File: config.mk
export PLATFORM = sky130hd
export DESIGN_NAME = serial_subtractor_flat
export DESIGN_NICKNAME = d
export VERILOG_FILES = /design/src/rtl/serial_subtractor_pkg.sv /design/src/rtl/serial_subtractor_if.sv /design/src/rtl/serial_subtractor_full_sub_cell.sv /design/src/rtl/serial_subtractor.sv /design/src/flat_wrapper.sv
export SDC_FILE = /design/constraint.sdc
export NUM_CORES = 1
export LEC_CHECK = 0
export ABC_AREA = 1
export CAP_MARGIN = 5
export CORE_UTILIZATION = 44
export CTS_CLUSTER_DIAMETER = 120
export DETAILED_ROUTE_END_ITERATION = 8
export PLACE_DENSITY = 0.76
export RECOVER_POWER = 50
export SLEW_MARGIN = 10
export SYNTH_ARGS = -nofsm -noshare
export SYNTH_HDL_FRONTEND = slang
export SYNTH_HIERARCHICAL = 1
export SYNTH_SLANG_ARGS = --single-unit
File: constraint.sdc
create_clock -name clk -period 1.47 [get_ports clk]
set_clock_uncertainty 0.15 [all_clocks]
set_input_delay 0.147 -clock clk [delete_from_list [all_inputs] [get_ports clk]]
set_output_delay 0.147 -clock clk [all_outputs]
set_load 0.02 [all_outputs]
File: src/rtl/serial_subtractor_pkg.sv
// Shared types and defaults for the bit-serial arithmetic blocks.
package serial_arith_pkg;

  typedef enum logic [1:0] {
    IDLE,
    SHIFT,
    DONE
  } ser_state_t;

  localparam int unsigned DEFAULT_WIDTH = 4;

endpackage

File: src/rtl/serial_subtractor_if.sv
// Operand/result handshake between the ui_in/uo_out pins and the serial subtractor.
interface serial_subtractor_if
  import serial_arith_pkg::*;
#(
  parameter int unsigned WIDTH = DEFAULT_WIDTH
);
  logic             start;
  logic [WIDTH-1:0] a;
  logic [WIDTH-1:0] b;
  logic             busy;
  logic             done;
  logic [WIDTH-1:0] diff;
  logic             borrow_out;
  logic             zero;

  modport master (
    output start, a, b,
    input  busy, done, diff, borrow_out, zero
  );

  modport slave (
    input  start, a, b,
    output busy, done, diff, borrow_out, zero
  );
endinterface

File: src/rtl/serial_subtractor_full_sub_cell.sv
// Combinational 1-bit full subtractor: d = a - b - bin, bout = borrow out.
module full_sub_cell (
  input  logic a,
  input  logic b,
  input  logic bin,
  output logic d,
  output logic bout
);
  logic a_x_b;

  assign a_x_b = a ^ b;
  assign d     = a_x_b ^ bin;
  assign bout  = (~a & b) | (~a_x_b & bin);
endmodule

File: src/rtl/serial_subtractor.sv
// Bit-serial unsigned subtractor: one full-subtractor cell, LSB first, WIDTH shift cycles.
module serial_subtractor
  import serial_arith_pkg::*;
#(
  parameter int unsigned WIDTH = DEFAULT_WIDTH
) (
  input  logic               clk,
  input  logic               rst,
  serial_subtractor_if.slave bus
);
  localparam int unsigned CntW = (WIDTH > 1) ? $clog2(WIDTH) : 1;

  ser_state_t       state_q, state_d;
  logic [CntW-1:0]  cnt_q, cnt_d;
  logic [WIDTH-1:0] a_sh_q, a_sh_d;
  logic [WIDTH-1:0] b_sh_q, b_sh_d;
  logic [WIDTH-1:0] diff_sh_q, diff_sh_d;
  logic             borrow_q, borrow_d;
  logic [WIDTH-1:0] diff_q, diff_d;
  logic             borrow_out_q, borrow_out_d;
  logic             zero_q, zero_d;
  logic             busy, done, load, last;
  logic             cell_d, cell_bout;
  logic [WIDTH-1:0] d_msb;

  full_sub_cell u_cell (
    .a    (a_sh_q[0]),
    .b    (b_sh_q[0]),
    .bin  (borrow_q),
    .d    (cell_d),
    .bout (cell_bout)
  );

  assign last = (cnt_q == CntW'(WIDTH - 1));

  always_comb begin
    state_d      = state_q;
    cnt_d        = cnt_q;
    a_sh_d       = a_sh_q;
    b_sh_d       = b_sh_q;
    diff_sh_d    = diff_sh_q;
    borrow_d     = borrow_q;
    diff_d       = diff_q;
    borrow_out_d = borrow_out_q;
    zero_d       = zero_q;
    busy         = 1'b0;
    done         = 1'b0;
    load         = 1'b0;
    d_msb        = '0;
    d_msb[WIDTH-1] = cell_d;

    unique case (state_q)
      IDLE: begin
        load = bus.start;
      end
      SHIFT: begin
        busy      = 1'b1;
        borrow_d  = cell_bout;
        diff_sh_d = (diff_sh_q >> 1) | d_msb;
        a_sh_d    = a_sh_q >> 1;
        b_sh_d    = b_sh_q >> 1;
        if (last) begin
          // Results are published only on the final shift edge.
          state_d      = DONE;
          diff_d       = diff_sh_d;
          borrow_out_d = cell_bout;
          zero_d       = (diff_sh_d == '0);
        end else begin
          cnt_d = cnt_q + CntW'(1);
        end
      end
      DONE: begin
        done    = 1'b1;
        load    = bus.start;
        state_d = IDLE;
      end
      default: state_d = IDLE;
    endcase

    if (load) begin
      state_d  = SHIFT;
      a_sh_d   = bus.a;
      b_sh_d   = bus.b;
      borrow_d = 1'b0;
      cnt_d    = '0;
    end
  end

  always_ff @(posedge clk) begin
    if (rst) begin
      state_q      <= IDLE;
      cnt_q        <= '0;
      a_sh_q       <= '0;
      b_sh_q       <= '0;
      diff_sh_q    <= '0;
      borrow_q     <= 1'b0;
      diff_q       <= '0;
      borrow_out_q <= 1'b0;
      zero_q       <= 1'b0;
    end else begin
      state_q      <= state_d;
      cnt_q        <= cnt_d;
      a_sh_q       <= a_sh_d;
      b_sh_q       <= b_sh_d;
      diff_sh_q    <= diff_sh_d;
      borrow_q     <= borrow_d;
      diff_q       <= diff_d;
      borrow_out_q <= borrow_out_d;
      zero_q       <= zero_d;
    end
  end

  assign bus.busy       = busy;
  assign bus.done       = done;
  assign bus.diff       = diff_q;
  assign bus.borrow_out = borrow_out_q;
  assign bus.zero       = zero_q;
endmodule

File: src/flat_wrapper.sv
// flat-port wrapper written by rule: the top's interface ports become plain ports
module serial_subtractor_flat import serial_arith_pkg::*;
#(
  parameter int unsigned WIDTH = DEFAULT_WIDTH
)
  (clk, rst, bus_start, bus_a, bus_b, bus_busy, bus_done, bus_diff, bus_borrow_out, bus_zero);
  serial_subtractor_if #(.WIDTH(WIDTH)) bus_i ();
  input  logic clk;
  input  logic rst;
  input wire logic [$bits(bus_i.start)-1:0] bus_start;
  input wire logic [$bits(bus_i.a)-1:0] bus_a;
  input wire logic [$bits(bus_i.b)-1:0] bus_b;
  output wire logic [$bits(bus_i.busy)-1:0] bus_busy;
  output wire logic [$bits(bus_i.done)-1:0] bus_done;
  output wire logic [$bits(bus_i.diff)-1:0] bus_diff;
  output wire logic [$bits(bus_i.borrow_out)-1:0] bus_borrow_out;
  output wire logic [$bits(bus_i.zero)-1:0] bus_zero;
  assign bus_i.start = bus_start;
  assign bus_i.a = bus_a;
  assign bus_i.b = bus_b;
  assign bus_busy = bus_i.busy;
  assign bus_done = bus_i.done;
  assign bus_diff = bus_i.diff;
  assign bus_borrow_out = bus_i.borrow_out;
  assign bus_zero = bus_i.zero;
  serial_subtractor #(.WIDTH(WIDTH)) u_core (.clk(clk), .rst(rst), .bus(bus_i));
endmodule
# Word level (Yosys, flattened, before mapping)
# Index checks and enable logic that the tools add are counted.
# op_classes
n_addsub,1
eq_ne,6
muxes,10
bitwise_logic,10
reduce_logical,9
# ops
op,n
two-way mux 4 bit,4
AND reduction 2 bit,4
== test 2 bit (second input constant),2
zero test 4 bit,1
two-way mux 1 bit,4
inequality test 2 x 1 -> 1 bit (second input constant),2
NOT 1 bit,4
OR 3 x 4 -> 4 bit,1
one-hot mux 2 bit (2 select lines),1
OR reduction 2 bit,2
inequality test 3 x 1 -> 1 bit (second input constant),1
adder 2 x 1 -> 2 bit (second input constant),1
bitwise AND 1 bit,2
== test 2 x 1 -> 1 bit (second input constant),1
zero test 2 bit,1
two-way mux 2 bit,1
nonzero test 2 bit,1
bitwise XOR 1 bit,2
OR 1 bit,1
# totals
reg_bits,23
in_bits,11
out_inout_bits,8
elab_cells,46

# Logic depth before layout (Yosys ltp)
# depth
depth_word,5
mapped_depth,7
mapped_depth_nobuf,7

# Modules after synthesis
# The synthesis kept the hierarchy.
# by_module_without_submodules
module,n_inst,cells_per_inst,area_per_inst_um2,seq_area_each_um2
serial_subtractor,1,131,928.4,440.4
full_sub_cell,1,4,31.3,0.0

# Worst setup path before layout
# Ideal clock, no wire load.
# synth_timing
path_type,flip-flop to flip-flop
from,register u_core.b_sh_q[0]
to,"register u_core.zero_q, in the netlist u_core/bus.zero"
arrival_time_ps,1188
required_ps,1264
setup_slack_ps,75
path_stages_with_launch,8
period_less_slack_ps,1395
cell_sequence,dfxtp_1 > inv_1 > fa_1 > nor2_1 > nand2_1 > o21ai_0 > nand2_1 > inv_1
# synth_via
elab_chain_cells,4
# synth_rtl
element,line,source
start: declaration,serial_subtractor.sv:16,"logic [WIDTH-1:0] b_sh_q, b_sh_d;"
start signal: assignment,serial_subtractor.sv:104,b_sh_q <= b_sh_d;
bitwise XOR 1 bit,serial_subtractor_full_sub_cell.sv:11,assign a_x_b = a ^ b;
bitwise XOR 1 bit,serial_subtractor_full_sub_cell.sv:12,assign d = a_x_b ^ bin;
named net u_core.cell_d,serial_subtractor.sv:23,"logic cell_d, cell_bout;"
OR 3 x 4 -> 4 bit,serial_subtractor.sv:59,diff_sh_d = (diff_sh_q >> 1) | d_msb;
zero test 4 bit,serial_subtractor.sv:67,zero_d = (diff_sh_d == '0);
end signal: assignment,serial_subtractor.sv:109,zero_q <= zero_d;
end: declaration,serial_subtractor.sv:21,"logic zero_q, zero_d;"
# The timed path passes the listed nets, and every way through them passes these cells.
# A chain may end at the register's enable or synchronous reset.

# Final worst setup path
# layout_timing
from,register u_core.borrow_q
to,register u_core.diff_sh_q[3]
# layout_via
elab_chain_cells,2
# layout_rtl
element,line,source
start: declaration,serial_subtractor.sv:18,"logic borrow_q, borrow_d;"
start signal: assignment,serial_subtractor.sv:106,borrow_q <= borrow_d;
bitwise XOR 1 bit,serial_subtractor_full_sub_cell.sv:12,
named net u_core.cell_d,serial_subtractor.sv:23,
OR 3 x 4 -> 4 bit,serial_subtractor.sv:59,
end signal: assignment,serial_subtractor.sv:105,diff_sh_q <= diff_sh_d;
end: declaration,serial_subtractor.sv:17,"logic [WIDTH-1:0] diff_sh_q, diff_sh_d;"
# The timed path passes the listed nets, and every way through them passes these cells.

==> tab_implementation.tex <==
\begin{tabular}{lr}
\hline
Metric & Value \\
\hline
\multicolumn{2}{l}{\textbf{Status}} \\
Outcome & complete, no violations \\
\multicolumn{2}{l}{\textbf{Yosys}} \\
Share of synthesized area occupied by flip-flops and latches & 0.4589 \\
Top-area cell type share of the netlist area & 0.4589 \\
Count of yosys warnings during synthesis & 6 \\
Cell Area, Synth & around 960 um\^{}2 \\
Most numerous cell types in the synthesized netlist & 27 x sky130\_fd\_sc\_hd\_\_nand2\_1, 24 x sky130\_fd\_sc\_hd\_\_nor2\_1, 22 x sky130\_fd\_sc\_hd\_\_dfxtp\_1, 17 x sky130\_fd\_sc\_hd\_\_inv\_1 \\
Post-synthesis cell count & approximately 140 \\
\#FFs+latches synth & 22 \\
Net Count, Synth & 148 \\
Number of enable flip-flop cells after synthesis & 0 \\
Unique masters post-synth & 17 \\
Post-synth ARST share & 0 \\
Most common flop cell mapped by yosys & sky130\_fd\_sc\_hd\_\_dfxtp\_1 \\
Most used standard cell by instance count after synthesis & sky130\_fd\_sc\_hd\_\_nand2\_1 \\
Cell types occupying the most area after synthesis & sky130\_fd\_sc\_hd\_\_dfxtp\_1 46\%, sky130\_fd\_sc\_hd\_\_nand2\_1 11\%, sky130\_fd\_sc\_hd\_\_nor2\_1 9.4\%, sky130\_fd\_sc\_hd\_\_inv\_1 6.6\%, sky130\_fd\_sc\_hd\_\_a21oi\_1 6.3\% \\
Area leader, netlist & sky130\_fd\_sc\_hd\_\_dfxtp\_1 \\
Mean Syn Cell Area & 7.109 um\^{}2 \\
\multicolumn{2}{l}{\textbf{Global route}} \\
Maximum number of pins on one net before global-route repair & 13 \\
Vias in the first global route & slightly below 900 \\
Number of antenna violations at the first check in global routing & 0 \\
GR Util All Layers & 0.1939 \\
Global-route wire length before repair & about 3600 um \\
Remaining global-route overflow & 0 \\
\multicolumn{2}{l}{\textbf{CTS}} \\
Clock slew at the register clock pins of the worst setup and hold paths & about 0.12 ns \\
CTS root buf & sky130\_fd\_sc\_hd\_\_clkbuf\_4 \\
Level count of the clock H-tree & 1 \\
Sink count of the clock tree & 22 \\
Number of hold buffers added after cts & 0 \\
CTS tree & yes \\
Number of buffers inserted during clock tree synthesis & 3 \\
Buffer depth of the longest clock path & 2 \\
Latest clock arrival within the worst-skew pair & roughly 0.31 ns \\
\multicolumn{2}{l}{\textbf{Critical path}} \\
Critical path arrival & 1.52 ns \\
Maximum net fanout on the critical path & 2 \\
Worst Setup End Kind & flop \\
Critical path startpoint category & flop \\
Worst Setup Path Type & reg -> reg \\
Depth of the worst register-to-register path & 5 \\
Data required, critical path & 1.53 ns \\
\multicolumn{2}{l}{\textbf{Cells and area}} \\
Area added between synthesis and finish & 33.64\% \\
Antenna Cells & 0 \\
Layout net count & 180 \\
Fraction of layout cells with a size suffix above 1 & 0.1687 \\
Final instance area & 1282 um\^{}2 \\
\multicolumn{2}{l}{\textbf{Detailed routing}} \\
Met3 wire len & $\sim$110 um \\
Wire length on met2 & $\sim$1100 um \\
Routed length on met1 & roughly 900 um \\
Drt wl/cell & 11.01 um \\
Final WL & 2125 um \\
Antenna violation net count after detailed routing & 0 \\
Violation count after the first detailed-routing iteration & 24 \\
Via total after detailed routing & 940 \\
Pre-Repair DR Iteration Count & 4 \\
Highest metal layer with signal wires & met4 \\
DRC viols & 0 \\
Routed via count divided by cell count & 4.870 \\
\multicolumn{2}{l}{\textbf{Placement}} \\
Placer Congestion & 0.9056 \\
Half-perimeter wire length of the detailed placement result & about 1600 um \\
Port Buf Inserts & 18 \\
Pre-CTS setup slack & -0.02756 ns \\
Instance area at placement & $\sim$1200 um\^{}2 \\
\multicolumn{2}{l}{\textbf{Floorplanning}} \\
Initial Utilization & 0.4794 \\
Placeable core region & 2002 um\^{}2 \\
Floorplan die area & about 2400 um\^{}2 \\
Overall die width & 48.70 um \\
Std cell rows & 16 \\
Vertical die dimension & approximately 50 um \\
Number of top-level pins & 19 \\
\multicolumn{2}{l}{\textbf{Timing}} \\
Final Cycle Share & 0.9920 \\
Total count of max-transition violations in the final report & 0 \\
Total negative slack & 0 ns \\
RSZ-0062 raised after global routing & true \\
Total of endpoints with negative setup slack in the final report & 0 \\
Setup slack of the critical path after layout & approximately 0.012 ns \\
Final critical path time including I/O delays and setup & approximately 1.5 ns \\
Transition time of the tightest slew-check pin & 0.3194 ns \\
Endpoints failing hold & 0 \\
Slew headroom & 0.7864 \\
Achievable frequency & 0.6858 GHz \\
\multicolumn{2}{l}{\textbf{Worst hold path}} \\
Count of cells along the worst hold path & 3 \\
Type of the tightest min-delay check & in -> reg \\
\multicolumn{2}{l}{\textbf{Power}} \\
Power per cell area & 944.5 nW/um\^{}2 \\
Peak supply drop & 792.1 uV \\
Static leakage & about 0.60 nW \\
\multicolumn{2}{l}{\textbf{Job}} \\
Max-capacitance violation count & 0 \\
\hline
\end{tabular}
==> worst max-delay path, cell delays in order, from the launching register on <==
cell and delay [ns]:
sky130_fd_sc_hd__dfxtp_2 0.35, sky130_fd_sc_hd__inv_2 0.04, sky130_fd_sc_hd__fa_1 0.46, sky130_fd_sc_hd__buf_4 0.16, sky130_fd_sc_hd__o21ai_0 0.16, sky130_fd_sc_hd__nor2_1 0.06
==> area by class of cell <==
type                            instances  area, um^2
Inverter                               18       67.56
Sequential cell                        22       445.4
Multi-Input combinational cell         91       431.7
Timing Repair Buffer                   31       267.8
Clock buffer                            4       36.28
Tap cell                               27       33.78
Fill cell                             184       719.4
==> logic make-up (layout without fill, tap and decap cells) <==
| logic type | count (synthesis) | count (layout) | synth area share |
|---|---|---|---|
| AND/OR/NAND/NOR | 69 | 69 | 0.3064 |
| flip-flops | 22 | 22 | 0.4589 |
| buffers and inverters | 22 | 53 | 0.09647 |
| AO/OA/AOI/OAI | 20 | 20 | 0.1043 |
| adder cells (fa/ha/maj) | 2 | 2 | 0.03390 |
==> per-layer routing <==
metal | global-route usage | vias up
met4 | 0.04902 | 0
met5 | 0 | -
li1 | - | 489
met3 | 0.05660 | 2
met2 | 0.3565 | 26
met1 | 0.2157 | 423
==> flip-flops by register name (all words and copies together) (netlist names) <==
| signal | count |
|---|---|
| u_core/a_sh_q | 4 |
| u_core/b_sh_q | 4 |
| u_core/borrow_q | 1 |
| u_core/bus.borrow_out | 1 |
| u_core/bus.diff | 4 |
| u_core/bus.zero | 1 |
| u_core/cnt_q | 2 |
| u_core/diff_sh_q | 3 |
| u_core/state_q | 2 |
==> through the flow <==
stage	util	cells	power (mW)	hold WS, ns
final	0.6406	193	1.211	0.2374
after global routing	0.6406	193	1.274	0.2469
after CTS	0.6394	193	1.221	0.2255
after floorplan	-	135	0.7915	0.1443
after global placement	0.6188	188	0.8743	0.3019
after detailed placement	0.6188	188	0.8815	0.3045
==> layout by cell type (no fill, tap or decap), types with 6 or more instances in the layout <==
cell / synthesis / layout
sky130_fd_sc_hd__inv_1: 17 / 16
sky130_fd_sc_hd__o21ai_0: 8 / 7
sky130_fd_sc_hd__nand3_1: 12 / 11
sky130_fd_sc_hd__dfxtp_1: 22 / 18
sky130_fd_sc_hd__nor2_1: 24 / 24
sky130_fd_sc_hd__dlygate4sd2_1: 0 / 6
sky130_fd_sc_hd__a21oi_1: 12 / 12
sky130_fd_sc_hd__nand2_1: 27 / 27
sky130_fd_sc_hd__clkdlybuf4s50_1: 0 / 10
sky130_fd_sc_hd__buf_4: 0 / 11
==> repair_timing <==
action / CTS / global route
buffers inserted: 1 / 0
hold endpoints to repair: 0 / 0
pin swaps: 1 / 1
setup endpoints to repair: 9 / 6
gates resized for setup: 15 / 5
==> report_power, final <==
| part | internal (mW) | leakage [nW] | switching, mW |
|---|---|---|---|
| Clock | 0.151 | 0.0210 | 0.182 |
| Sequential | 0.633 | 0.181 | 0.0229 |
| Combinational | 0.105 | 0.394 | 0.117 |
| Total | 0.889 | 0.596 | 0.322 |
==> final timing paths <==
path | end | start | slack (ns)
worst min-delay path | u_core/a_sh_q[3]$_SDFFE_PP0P_ | bus_a[3] | 0.24
worst max-delay path | u_core/diff_sh_q[3]$_SDFFE_PP0P_ | u_core/borrow_q$_SDFFE_PP0P_ | 0.01
worst min register to register | u_core/bus.diff[3]$_SDFFE_PP0P_ | u_core/bus.diff[3]$_SDFFE_PP0P_ | 0.32
worst max register to register | u_core/diff_sh_q[3]$_SDFFE_PP0P_ | u_core/borrow_q$_SDFFE_PP0P_ | 0.01
Power figures use the tool's default switching activity.
